$ cat config.mk
export PLATFORM = sky130hd
export DESIGN_NAME = wrap_event_monitor_flat
export DESIGN_NICKNAME = d
export VERILOG_FILES = /design/src/rtl/wrap_event_monitor_pkg.sv /design/src/rtl/wrap_event_monitor_if.sv /design/src/rtl/wrap_event_monitor_sat_counter.sv /design/src/rtl/wrap_event_monitor.sv /design/src/flat_wrapper.sv
export SDC_FILE = /design/constraint.sdc
export NUM_CORES = 1
export LEC_CHECK = 0
export ABC_AREA = 0
export BUFFER_PORTS_ARGS = -buffer_cell sky130_fd_sc_hd__buf_2
export CAP_MARGIN = 30
export CORE_MARGIN = 3
export CORE_UTILIZATION = 45
export DETAILED_ROUTE_END_ITERATION = 6
export PLACE_DENSITY_LB_ADDON = 0.1
export SLEW_MARGIN = 20
export SYNTH_ARGS = -nofsm -noshare
export SYNTH_HDL_FRONTEND = slang
export SYNTH_HIERARCHICAL = 1
export SYNTH_SLANG_ARGS = --single-unit
$ cat constraint.sdc
create_clock -name clk -period 2.6 [get_ports clk]
set_input_delay 0.26 -clock clk [delete_from_list [all_inputs] [get_ports clk]]
set_output_delay 0.26 -clock clk [all_outputs]
set_load 0.01 [all_outputs]
$ cat src/rtl/wrap_event_monitor_pkg.sv
// ---------------------------------------------------------------------------
// wrap_event_monitor_pkg
// Shared definitions for the wrap event monitor:
//   - default widths of the upstream counter and the epoch (wrap) counter
//   - CNT_MAX, the all-ones value of the default counter width
//   - the interrupt FSM state type
// ---------------------------------------------------------------------------
package wrap_event_monitor_pkg;

  localparam int DEFAULT_CNT_W   = 4;
  localparam int DEFAULT_EPOCH_W = 8;

  localparam logic [DEFAULT_CNT_W-1:0] CNT_MAX = '1;

  typedef enum logic {
    ST_COUNTING = 1'b0,
    ST_PENDING  = 1'b1
  } irq_state_e;

endpackage

$ cat src/rtl/wrap_event_monitor_if.sv
// ---------------------------------------------------------------------------
// wrap_event_monitor_if
// Bundles the monitor's data, control and status signals.
//   Inputs to the monitor : count_in, ovf_in, ack, clr_epoch
//   Outputs of the monitor: wrap_pulse, ovf_rise, epoch_count, epoch_sat,
//                           ext_count, irq, irq_missed
// Modports:
//   master - the side that drives the counter stream and control (upstream/TB)
//   slave  - the monitor itself
// ---------------------------------------------------------------------------
interface wrap_event_monitor_if
  import wrap_event_monitor_pkg::*;
#(
  parameter int CNT_W   = DEFAULT_CNT_W,
  parameter int EPOCH_W = DEFAULT_EPOCH_W
);

  logic [CNT_W-1:0]         count_in;
  logic                     ovf_in;
  logic                     ack;
  logic                     clr_epoch;

  logic                     wrap_pulse;
  logic                     ovf_rise;
  logic [EPOCH_W-1:0]       epoch_count;
  logic                     epoch_sat;
  logic [EPOCH_W+CNT_W-1:0] ext_count;
  logic                     irq;
  logic                     irq_missed;

  modport master (
    output count_in, ovf_in, ack, clr_epoch,
    input  wrap_pulse, ovf_rise, epoch_count, epoch_sat, ext_count, irq, irq_missed
  );

  modport slave (
    input  count_in, ovf_in, ack, clr_epoch,
    output wrap_pulse, ovf_rise, epoch_count, epoch_sat, ext_count, irq, irq_missed
  );

endinterface

$ cat src/rtl/wrap_event_monitor_sat_counter.sv
// ---------------------------------------------------------------------------
// wrap_event_monitor_sat_counter
// Saturating up-counter with a sticky saturation flag.
// Ports:
//   clk, reset  - clock, synchronous active-high reset
//   inc         - count one event
//   clr         - clear count and flag; wins over a simultaneous inc
//   count_o     - registered count
//   count_next_o- value the count takes at the next edge (for coherent
//                 snapshots that combine the count with other live data)
//   sat_o       - sticky: an increment arrived while the count was all-ones
// ---------------------------------------------------------------------------
module wrap_event_monitor_sat_counter #(
  parameter int W = 8
) (
  input  logic         clk,
  input  logic         reset,
  input  logic         inc,
  input  logic         clr,
  output logic [W-1:0] count_o,
  output logic [W-1:0] count_next_o,
  output logic         sat_o
);

  logic [W-1:0] count_q, count_d;
  logic         sat_q, sat_d;

  // At all-ones the count holds and the event is only recorded in the flag.
  always_comb begin
    count_d = count_q;
    sat_d   = sat_q;
    if (clr) begin
      count_d = '0;
      sat_d   = 1'b0;
    end else if (inc) begin
      if (count_q == '1) begin
        sat_d = 1'b1;
      end else begin
        count_d = count_q + W'(1);
      end
    end
  end

  always_ff @(posedge clk) begin
    if (reset) begin
      count_q <= '0;
      sat_q   <= 1'b0;
    end else begin
      count_q <= count_d;
      sat_q   <= sat_d;
    end
  end

  assign count_o      = count_q;
  assign count_next_o = count_d;
  assign sat_o        = sat_q;

endmodule

$ cat src/rtl/wrap_event_monitor.sv
// ---------------------------------------------------------------------------
// wrap_event_monitor
// Watches an upstream up-counter and its sticky overflow flag. Detects each
// wrap from all-ones to zero, counts wraps in a saturating epoch counter,
// publishes a coherent {epoch, count} extended value and raises a level
// interrupt every THRESH wraps with a request/acknowledge handshake.
// Ports:
//   clk, reset - clock, synchronous active-high reset
//   mon        - wrap_event_monitor_if.slave:
//                in : count_in, ovf_in, ack, clr_epoch
//                out: wrap_pulse, ovf_rise, epoch_count, epoch_sat,
//                     ext_count, irq, irq_missed
// ---------------------------------------------------------------------------
module wrap_event_monitor
  import wrap_event_monitor_pkg::*;
#(
  parameter int CNT_W   = DEFAULT_CNT_W,
  parameter int EPOCH_W = DEFAULT_EPOCH_W,
  parameter int THRESH  = 4
) (
  input  logic                clk,
  input  logic                reset,
  wrap_event_monitor_if.slave mon
);

  // The package constant covers the default width; other widths build their own.
  localparam logic [CNT_W-1:0] CNT_ONES =
    (CNT_W == DEFAULT_CNT_W) ? CNT_W'(CNT_MAX) : {CNT_W{1'b1}};
  localparam logic [EPOCH_W-1:0] ACC_LAST = EPOCH_W'(THRESH - 1);

  logic [CNT_W-1:0]         prev_count_q, prev_count_d;
  logic                     prev_ovf_q, prev_ovf_d;
  logic                     wrap_pulse_q, wrap_pulse_d;
  logic                     ovf_rise_q, ovf_rise_d;
  logic [EPOCH_W+CNT_W-1:0] ext_count_q, ext_count_d;
  logic                     irq_q, irq_d;
  logic                     irq_missed_q, irq_missed_d;
  logic [EPOCH_W-1:0]       wrap_acc_q, wrap_acc_d;
  irq_state_e               state_q, state_d;

  logic                     wrap;
  logic                     thresh_hit;
  logic [EPOCH_W-1:0]       epoch_q;
  logic [EPOCH_W-1:0]       epoch_d;
  logic                     epoch_sat_q;

  // A hold at all-ones or a jump straight to zero is not a wrap; only the
  // exact all-ones -> zero step between consecutive samples counts.
  assign wrap       = (prev_count_q == CNT_ONES) && (mon.count_in == '0);
  assign thresh_hit = wrap && (wrap_acc_q == ACC_LAST);

  wrap_event_monitor_sat_counter #(
    .W (EPOCH_W)
  ) u_epoch (
    .clk          (clk),
    .reset        (reset),
    .inc          (wrap),
    .clr          (mon.clr_epoch),
    .count_o      (epoch_q),
    .count_next_o (epoch_d),
    .sat_o        (epoch_sat_q)
  );

  // Sample history, edge pulses and the extended count. Using the epoch's
  // next value keeps the snapshot coherent across a wrap ({E,F} -> {E+1,0}).
  always_comb begin
    prev_count_d = mon.count_in;
    prev_ovf_d   = mon.ovf_in;
    wrap_pulse_d = wrap;
    ovf_rise_d   = mon.ovf_in && !prev_ovf_q;
    ext_count_d  = {epoch_d, mon.count_in};
  end

  // Interrupt FSM. A threshold wrap always (re)arms the request; if the
  // previous request was still unacknowledged it is recorded as missed.
  // clr_epoch clears the missed flag only and wins over a new miss.
  always_comb begin
    state_d      = state_q;
    wrap_acc_d   = wrap_acc_q;
    irq_missed_d = irq_missed_q;
    case (state_q)
      ST_COUNTING: begin
        if (thresh_hit) begin
          state_d    = ST_PENDING;
          wrap_acc_d = '0;
        end else if (wrap) begin
          wrap_acc_d = wrap_acc_q + EPOCH_W'(1);
        end
      end
      ST_PENDING: begin
        if (thresh_hit) begin
          wrap_acc_d = '0;
          if (!mon.ack) begin
            irq_missed_d = 1'b1;
          end
        end else begin
          if (wrap) begin
            wrap_acc_d = wrap_acc_q + EPOCH_W'(1);
          end
          if (mon.ack) begin
            state_d = ST_COUNTING;
          end
        end
      end
      default: state_d = ST_COUNTING;
    endcase
    if (mon.clr_epoch) begin
      irq_missed_d = 1'b0;
    end
    irq_d = (state_d == ST_PENDING);
  end

  always_ff @(posedge clk) begin
    if (reset) begin
      prev_count_q <= '0;
      prev_ovf_q   <= 1'b0;
      wrap_pulse_q <= 1'b0;
      ovf_rise_q   <= 1'b0;
      ext_count_q  <= '0;
      irq_q        <= 1'b0;
      irq_missed_q <= 1'b0;
      wrap_acc_q   <= '0;
      state_q      <= ST_COUNTING;
    end else begin
      prev_count_q <= prev_count_d;
      prev_ovf_q   <= prev_ovf_d;
      wrap_pulse_q <= wrap_pulse_d;
      ovf_rise_q   <= ovf_rise_d;
      ext_count_q  <= ext_count_d;
      irq_q        <= irq_d;
      irq_missed_q <= irq_missed_d;
      wrap_acc_q   <= wrap_acc_d;
      state_q      <= state_d;
    end
  end

  assign mon.wrap_pulse  = wrap_pulse_q;
  assign mon.ovf_rise    = ovf_rise_q;
  assign mon.epoch_count = epoch_q;
  assign mon.epoch_sat   = epoch_sat_q;
  assign mon.ext_count   = ext_count_q;
  assign mon.irq         = irq_q;
  assign mon.irq_missed  = irq_missed_q;

endmodule

$ cat src/flat_wrapper.sv
// flat-port wrapper written by rule: the top's interface ports become plain ports
module wrap_event_monitor_flat import wrap_event_monitor_pkg::*;
#(
  parameter int CNT_W   = DEFAULT_CNT_W,
  parameter int EPOCH_W = DEFAULT_EPOCH_W,
  parameter int THRESH  = 4
)
  (clk, reset, mon_count_in, mon_ovf_in, mon_ack, mon_clr_epoch, mon_wrap_pulse, mon_ovf_rise, mon_epoch_count, mon_epoch_sat, mon_ext_count, mon_irq, mon_irq_missed);
  wrap_event_monitor_if #(.CNT_W(CNT_W), .EPOCH_W(EPOCH_W)) mon_i ();
  input  logic clk;
  input  logic reset;
  input wire logic [$bits(mon_i.count_in)-1:0] mon_count_in;
  input wire logic [$bits(mon_i.ovf_in)-1:0] mon_ovf_in;
  input wire logic [$bits(mon_i.ack)-1:0] mon_ack;
  input wire logic [$bits(mon_i.clr_epoch)-1:0] mon_clr_epoch;
  output wire logic [$bits(mon_i.wrap_pulse)-1:0] mon_wrap_pulse;
  output wire logic [$bits(mon_i.ovf_rise)-1:0] mon_ovf_rise;
  output wire logic [$bits(mon_i.epoch_count)-1:0] mon_epoch_count;
  output wire logic [$bits(mon_i.epoch_sat)-1:0] mon_epoch_sat;
  output wire logic [$bits(mon_i.ext_count)-1:0] mon_ext_count;
  output wire logic [$bits(mon_i.irq)-1:0] mon_irq;
  output wire logic [$bits(mon_i.irq_missed)-1:0] mon_irq_missed;
  assign mon_i.count_in = mon_count_in;
  assign mon_i.ovf_in = mon_ovf_in;
  assign mon_i.ack = mon_ack;
  assign mon_i.clr_epoch = mon_clr_epoch;
  assign mon_wrap_pulse = mon_i.wrap_pulse;
  assign mon_ovf_rise = mon_i.ovf_rise;
  assign mon_epoch_count = mon_i.epoch_count;
  assign mon_epoch_sat = mon_i.epoch_sat;
  assign mon_ext_count = mon_i.ext_count;
  assign mon_irq = mon_i.irq;
  assign mon_irq_missed = mon_i.irq_missed;
  wrap_event_monitor #(.CNT_W(CNT_W), .EPOCH_W(EPOCH_W), .THRESH(THRESH)) u_core (.clk(clk), .reset(reset), .mon(mon_i));
endmodule
# After elaboration in Yosys (flattened, before gate mapping)
# Index checks and enable logic that the tools add are counted.
# totals
ff_bits	38
input_bits	9
output_inout_bits	25
wordCells	35
# op_classes
add_sub_neg	2
eq_ne	3
mux	9
bitwise	2
reduce_logical	9
# ops
cell	n
8-bit two-way mux	5
8-bit by 1-bit adder with 8-bit output, second input constant	2
8-bit by 2-bit == test with 1-bit output, second input constant	1
8-bit == test, second input constant	1
4-bit == test, second input constant	1
4-bit logical NOT	1
1-bit logical AND	3
1-bit two-way mux	3
3-bit AND reduction	1
1-bit inverter	2
1-bit one-hot mux with 2 select lines	1
2-bit AND reduction	1
2-bit nonzero test	1
2-bit OR reduction	1
1-bit logical NOT	1

# Depth between registers and ports, before layout
# Gate-level depths: netlist of run 1.
# logic_depth
ltp_word	5
depth_mapped	7

# By module
# Netlist of run 1, hierarchy kept.
# by_module_without_submodules
mod	instances	cells_per_inst	area_per_inst_um2
wrap_event_monitor	1	87	900.9
wrap_event_monitor_sat_counter	1	67	598.1

# Least setup slack after synthesis of run 1
# Ideal clock, no wire load.
# synth_path
kind	input to register
startpoint	input port mon_count_in[1]
endpoint	register u_core.ext_count_q[7] (netlist: u_core/mon.ext_count[7])
setup_ps	114
t_arrival_ps	2088
path_slack_ps	399
path_stages	7
path_cell_list	or4_4 buf_6 nor2_1 nand4_1 a21oi_2 mux2_4 nor2b_1
# synth_via
elab_chain_cells	4
# synth_lines
element	line	source
start, declared	flat_wrapper.sv:12	input wire logic [$bits(mon_i.count_in)-1:0] mon_count_in;
4-bit logical NOT	wrap_event_monitor.sv:49	assign wrap = (prev_count_q == CNT_ONES) && (mon.count_in == '0);
1-bit logical AND	wrap_event_monitor.sv:49	
named net u_core.wrap	wrap_event_monitor.sv:41	logic wrap;
8-bit two-way mux	wrap_event_monitor_sat_counter.sv:35	end else if (inc) begin
8-bit two-way mux	wrap_event_monitor_sat_counter.sv:32	if (clr) begin
named net u_core.epoch_d[3]	wrap_event_monitor.sv:44	logic [EPOCH_W-1:0] epoch_d;
end signal, assigned	wrap_event_monitor.sv:129	ext_count_q <= ext_count_d;
end, declared	wrap_event_monitor.sv:35	logic [EPOCH_W+CNT_W-1:0] ext_count_q, ext_count_d;
# The timed path passes the listed nets, and every way through them passes these cells.
# A chain may end at the register's enable or synchronous reset.

# Worst setup path after layout of run 1
# layout_path
startpoint	register u_core.prev_count_q[2]
endpoint	register u_core.ext_count_q[4] (netlist: u_core/mon.ext_count[4])
# layout_via
elab_chain_cells	4
# layout_lines
element	line	source
start, declared	wrap_event_monitor.sv:31	logic [CNT_W-1:0] prev_count_q, prev_count_d;
start signal, assigned	wrap_event_monitor.sv:125	prev_count_q <= prev_count_d;
4-bit == test	wrap_event_monitor.sv:49	
1-bit logical AND	wrap_event_monitor.sv:49	
named net u_core.wrap	wrap_event_monitor.sv:41	
8-bit two-way mux	wrap_event_monitor_sat_counter.sv:35	
8-bit two-way mux	wrap_event_monitor_sat_counter.sv:32	
named net u_core.epoch_d[0]	wrap_event_monitor.sv:44	
# The timed path passes the listed nets, and every way through them passes these cells.

==> results of run 1 <==
==> layout make-up <==
type | count | share of cell area [%]
Tap cell | 44 | 3.145
Timing Repair Buffer | 34 | 9.864
Clock buffer | 7 | 3.145
Clock inverter | 1 | 0.2859
Multi-Input combinational cell | 112 | 44.03
Sequential cell | 34 | 38.88
Inverter | 3 | 0.6433
==> worst max-delay path by stage <==
stage	slack [ps]	end	start	cells past startpoint
floorplan	400	u_core/mon.ext_count[7]	mon_count_in[1]	7
global placement	490	u_core/mon.ext_count[4]	mon_count_in[1]	7
detailed placement	460	u_core/mon.ext_count[7]	mon_count_in[1]	7
CTS	710	u_core/mon.ext_count[4]	u_core/prev_count_q[2]	6
global route	520	u_core/mon.ext_count[8]	u_core/prev_count_q[2]	7
finish	720	u_core/mon.ext_count[4]	u_core/prev_count_q[2]	6
==> flip-flops by register name (all words and copies together) (netlist names) <==
signal,cells
u_core/mon.wrap_pulse,1
u_core/u_epoch/sat_o,1
u_core/mon.ovf_rise,1
u_core/prev_count_q,3
u_core/mon.ext_count,9
u_core/mon.irq_missed,1
u_core/state_q,1
u_core/wrap_acc_q,8
u_core/u_epoch/count_o,8
u_core/prev_ovf_q,1
==> layer usage <==
layer	vias to the layer above	routed length, um
li1	618	-
met1	575	1366
met2	36	1522
met3	5	187
met4	0	40
met5	-	0
==> synthesized netlist by cell type, drive strengths merged <==
library cell	count	area, sq um
dfxtp	34	680.7
nor2	15	58.81
nor2b	14	87.58
nor3	14	70.07
a21oi	8	43.79
nand2	8	30.03
and4	5	47.55
nand3	5	25.02
nand4	5	31.28
and3	4	27.52
mux2i	4	40.04
nand2b	4	25.02
xnor2	4	35.03
buf	3	20.01
inv	3	11.26
xor2	3	26.28
a2111oi	2	42.54
ha	2	25.02
mux2	2	30.03
nor4	2	27.53
a21boi	1	18.77
a31oi	1	6.260
a41oi	1	8.760
and2b	1	8.760
and4b	1	10.01
clkbuf	1	3.750
dlymetal6s2s	1	12.51
nor4b	1	8.760
o21a	1	7.510
o21ai	1	5.000
or2	1	6.260
or3	1	6.260
or4	1	11.26
==> power groups by stage <==
stage / Combinational, W / Clock [W] / Sequential [W]
after detailed placement: 0.0000356 / 0 / 0.000540
final: 0.0000358 / 0.000299 / 0.000528
after floorplan: 0.0000188 / 0 / 0.000542
after global routing: 0.0000391 / 0.000341 / 0.000529
after CTS: 0.0000357 / 0.000313 / 0.000528
after global placement: 0.0000347 / 0 / 0.000540
==> cells in the final DEF, fill, tap and decap left out, types with 2 or more instances in the layout <==
| cell | netlist | layout |
|---|---|---|
| mux2_4 | 2 | 2 |
| and3_2 | 2 | 2 |
| nand3_1 | 5 | 5 |
| nor2_1 | 14 | 14 |
| nor3_1 | 14 | 14 |
| buf_2 | 1 | 33 |
| ha_1 | 2 | 2 |
| clkbuf_4 | 0 | 5 |
| nor2b_1 | 14 | 14 |
| mux2i_1 | 4 | 4 |
| xnor2_1 | 4 | 4 |
| and4_1 | 3 | 3 |
| nand4_1 | 5 | 5 |
| a21oi_1 | 7 | 7 |
| xor2_1 | 3 | 3 |
| dfxtp_1 | 34 | 34 |
| nand2b_1 | 4 | 4 |
| inv_1 | 3 | 3 |
| and3_1 | 2 | 2 |
| nand2_1 | 8 | 8 |
==> critical path, delay by kind of cell (launching register included) <==
family / cells / cell delay (ps)
flip-flops: 1 / 370
AND/OR/NAND/NOR: 3 / 640
buffers and inverters: 1 / 180
AO/OA/AOI/OAI: 1 / 270
multiplexers: 1 / 310
==> cell families after synthesis <==
group                      synth area share [%]
and+or+nand+nor                           32.14
xor gates and xnor gates                  4.090
AOI/OAI and AO/OA                         8.848
adders and majority gates                 1.669
buffers and inverters                     3.171
DFF                                       45.41
muxes                                     4.675
==> per-stage QoR <==
step           utilization, %  total power [W]  worst slack [ps]
6_report                56.41        0.0008631             715.7
5_1_grt                 56.41        0.0009090             515.8
3_5_place_dp            54.48        0.0005760             456.0
2_1_floorplan               -        0.0005606             398.7
3_3_place_gp            54.48        0.0005744             488.1
4_1_cts                 56.41        0.0008768             707.4
==> run metrics, run 1 <==
Max Slew Vio Count=0; run status=completed; # clock sinks=34; Critical Path AT=2090 ps; Mapped Cells=154; vias in the first global route=1149; sw frac=22.38%; unrepaired setup endpoints after global routing=no; setup bufs post-CTS=0; die area=4060 sq um; min-delay src=mon_ovf_in; Avg Inst Size Synth=9.733 sq um; fmax=0.5307 GHz; LEAKAGE=0.7149 nW; Final #Nets=201; wire per inst=13.26 um; CP max stage delay=370 ps; HPWL after detailed placement=2270 um; post-synthesis register bit count=34; GR Util met1=18.08%; synth warn=6; area occupied by multi-input gates=770.7 sq um; core footprint=3103 sq um; Initial Utilization=48.31%; vias per cell=5.251; IO Port Bufs=33; Hold Path Class=in -> reg; internal power=0.0006699 W; Syn Nets=165; Fin Clk Skew=9.449 ps; CP max stage cell=dfxtp_1; DRC errors left=0; row count=20; H-tree Lvls=2; Max-Cap Viols=0; TritonCTS clock tree=yes; CP Cell Sequence=nand4_1, nor2_1, buf_4, a21boi_4, mux2_4, nor2b_1; DP Area=1690 sq um; CP Capture Type=register; clock-pin slew on the worst setup and hold paths=90 ps; critical path start-end classification=reg -> reg; cell depth of the worst hold path=2; Seq/Total Area, Yosys=45.41%; Routed Antenna Nets=0; initial antenna violation count=0; Slew HR=56.38%; # fillers=338; Critical Path RT=2810 ps; Distinct cells, synth=42; vias=1234; Die Y=63.72 um; Peak VDD IR=0.0003185 V; Layout Cells excl Fill=235; ant diodes=0; synthesized cell area=1499 sq um; drt pass-1 iters=4; Flop pwr share=61.2%; total track usage=16.32%; Clock Path Buffers=2; fraction of layout instances using a drive strength above 1=29.32%; worst slew pin tran=648.3 ps; cells on worst reg2reg path=6; RR Startpoint=u_core/prev_count_q[2]; CTS Hold Buffers Added=0; Die Wd=63.72 um; Resize count post-CTS=0; largest net degree at the start of global routing=21; GRT Max-Usage Layer=met2; GRT overflow=0; Net Sw Power=0.0001931 W; Power Dens Cells=493.1 nW/um^2; met3 GRT Util=5.526%; Min Hold Slack=171.4 ps; Startpoint Class=register; Clock power frac=34.6%; Clock Latency Late Sink=330 ps; first-pass GRT wire length=5161 um; CTS root buffer=clkbuf_4; P&R area growth vs syn=16.78%; RD Place Congestion=0.8322; critical-path maximum fanout=7; FF/Latch Area=680.7 sq um; final critical-path share of the clock period=72.47%; num ports=34; CTS Buf Count=5; FF-to-FF setup slack=720 ps; final wirelength=3117 um; Reg2Reg Capture Point=u_core/mon.ext_count[4]; setup_tns=0 ps; Setup violations, final=0; GR Util met2=29.20%; Logic pwr share=4.2%; min cycle time layout=1884 ps; Post-Place Cells=227; hold path endpoint=u_core/prev_ovf_q; Final Hold Vio Count=0; design area=1750 sq um; iteration-0 DRC count of the detailed router=48
No activity file was read; power rests on OpenSTA's default activity.
==> run 2, diff against run 1 <==
Clock period 2.6 ns to 1.94 ns, I/O delays scaled along.
==> run 2 against run 1 <==
Against the previous run: clock power increased by 78%; global-route usage grew 0.41 points; sequential cell count is the same; combinational power grew 40%; hold slack got worse by 69 ps; sequential share of layout area fell by 1.6 points; critical path type unchanged; largest power group unchanged.
==> run metrics, run 2 (synthesis results as in run 1) <==
core footprint=3103 sq um (unchanged); Startpoint Class=register (unchanged); total power=0.001289 W (was 0.0008631 W); Die Y=63.72 um (unchanged); Slew HR=75.81% (was 56.38%); CTS root buffer=clkbuf_4 (unchanged); Die Wd=63.72 um (unchanged); Post-Place Cells=233 (was 227); run status=completed (unchanged); Fin Clk Skew=9.182 ps (was 9.449 ps); fraction of layout instances using a drive strength above 1=32.14% (was 29.32%); die area=4060 sq um (unchanged); RD Place Congestion=0.8614 (was 0.8322); drt pass-1 iters=4 (unchanged); setup_tns=0 ps (unchanged); most common cell after layout, fill and taps aside=dfxtp_1 (unchanged); unrepaired setup endpoints after global routing=no (unchanged); RR Startpoint=u_core/u_epoch/count_o[0] (was u_core/prev_count_q[2]); cell depth of the worst hold path=2 (unchanged); Routed Antenna Nets=0 (unchanged); CTS Hold Buffers Added=0 (unchanged); HPWL after detailed placement=2259 um (was 2270 um); Initial Utilization=48.31% (unchanged); Power Dens Cells=706.5 nW/um^2 (was 493.1 nW/um^2); critical path start-end classification=reg -> reg (unchanged); critical-path maximum fanout=8 (was 7); Max Slew Vio Count=0 (unchanged); largest net degree at the start of global routing=21 (unchanged); first-pass GRT wire length=5168 um (was 5161 um); P&R area growth vs syn=21.70% (was 16.78%); vias per cell=5.117 (was 5.251); Layout Cells excl Fill=240 (was 235); IO Port Bufs=33 (unchanged); clock-pin slew on the worst setup and hold paths=100 ps (was 90 ps); vias in the first global route=1198 (was 1149); ant diodes=0 (unchanged); Largest register FFs=9 (unchanged); Clock Latency Late Sink=340 ps (was 330 ps); setup bufs post-CTS=0 (unchanged); commonest cells after routing, fill and taps aside=34 x dfxtp_1, 33 x buf_2, 14 x nor2b_1, 14 x nor3_1, 13 x nor2_1 (was 34 x dfxtp_1, 33 x buf_2, 14 x nor2_1, 14 x nor2b_1, 14 x nor3_1); iteration-0 DRC count of the detailed router=30 (was 48); final wirelength=3151 um (was 3117 um); fmax=0.5933 GHz (was 0.5307 GHz); FF-to-FF setup slack=250 ps (was 720 ps); CTS Buf Count=5 (unchanged); min cycle time layout=1686 ps (was 1884 ps); TritonCTS clock tree=yes (unchanged); Final #Nets=207 (was 201); num ports=34 (unchanged); CP max stage delay=380 ps (was 370 ps); GRT overflow=0 (unchanged); Peak VDD IR=0.0003779 V (was 0.0003185 V); Critical Path AT=1900 ps (was 2090 ps); H-tree Lvls=2 (unchanged); Reg2Reg Capture Point=u_core/mon.ext_count[7] (was u_core/mon.ext_count[4]); total track usage=16.73% (was 16.32%); Resize count post-CTS=0 (unchanged); final critical-path share of the clock period=86.88% (was 72.47%); CP Cell Sequence=ha_1, and3_2, a21oi_2, mux2_4, nor2b_1 (was nand4_1, nor2_1, buf_4, a21boi_4, mux2_4, nor2b_1); min-delay src=mon_count_in[0] (was mon_ovf_in); Setup violations, final=0 (unchanged); CP max stage cell=dfxtp_1 (unchanged); cells on worst reg2reg path=5 (was 6); Final Hold Vio Count=0 (unchanged); worst slew pin tran=362.9 ps (was 648.3 ps); hold path endpoint=u_core/prev_count_q[0] (was u_core/prev_ovf_q); wire per inst=13.13 um (was 13.26 um); CP Capture Type=register (unchanged); initial antenna violation count=0 (unchanged); Hold Path Class=in -> reg (unchanged); row count=20 (unchanged); Clock Path Buffers=2 (unchanged); LEAKAGE=0.7515 nW (was 0.7149 nW); Max-Cap Viols=0 (unchanged); vias=1228 (was 1234); Critical Path RT=2160 ps (was 2810 ps); DRC errors left=0 (unchanged); # clock sinks=34 (unchanged)
==> run 2: per-stage QoR <==
stage,instance area (sq um),setup WS (ps),hold WS (ps),util [%]
4_1_cts,1824,251.5,86.03,58.79
3_5_place_dp,1743,-14.25,395.9,56.17
6_report,1824,254.4,102.7,58.79
5_1_grt,1824,102.6,82.09,58.79
2_1_floorplan,1506,20.77,265.6,-
3_3_place_gp,1743,21.42,371.3,56.17
==> run 2: where the power goes <==
group / total (W) / internal (W) / switching (W)
combinational: 0.0000500 / 0.0000195 / 0.0000305
clock: 0.000531 / 0.000300 / 0.000231
sequential: 0.000708 / 0.000704 / 0.00000345
total: 0.00129 / 0.00102 / 0.000265
==> run 2: how the worst max path moves through the flow <==
stage | start | endpoint | depth (start not counted)
global placement | mon_count_in[1] | u_core/mon.ext_count[7] | 7
detailed placement | mon_count_in[1] | u_core/mon.ext_count[7] | 7
finish | u_core/u_epoch/count_o[0] | u_core/mon.ext_count[7] | 5
floorplan | mon_count_in[1] | u_core/mon.ext_count[7] | 7
CTS | u_core/prev_count_q[1] | u_core/mon.ext_count[7] | 6
global route | u_core/prev_count_q[1] | u_core/mon.ext_count[9] | 7
==> run 2: final cells by class <==
type                       count  area [sq um]
clock inverter                 1         30.03
tap                           44         55.05
multi-input combinational    112         778.2
sequential                    34         680.7
timing repair buffer          40         217.7
inverter                       3         11.26
fill                         308          1279
clock buffer                   6         51.30
==> run 2: critical path, delay by kind of cell (launching register included) <==
| kind | cells | cell delay (ps) |
|---|---|---|
| compound gates | 1 | 210 |
| simple gates | 2 | 400 |
| flops | 1 | 380 |
| fa+ha+maj | 1 | 260 |
| mux | 1 | 310 |
==> run 2: layer usage <==
| metal | vias up | track usage [%] | share of wire [%] |
|---|---|---|---|
| li1 | 632 | - | - |
| met1 | 564 | 18.19 | 45 |
| met2 | 26 | 28.81 | 49 |
| met3 | 6 | 4.635 | 4.7 |
| met4 | 0 | 9.704 | 1.2 |
| met5 | - | 0 | 0 |
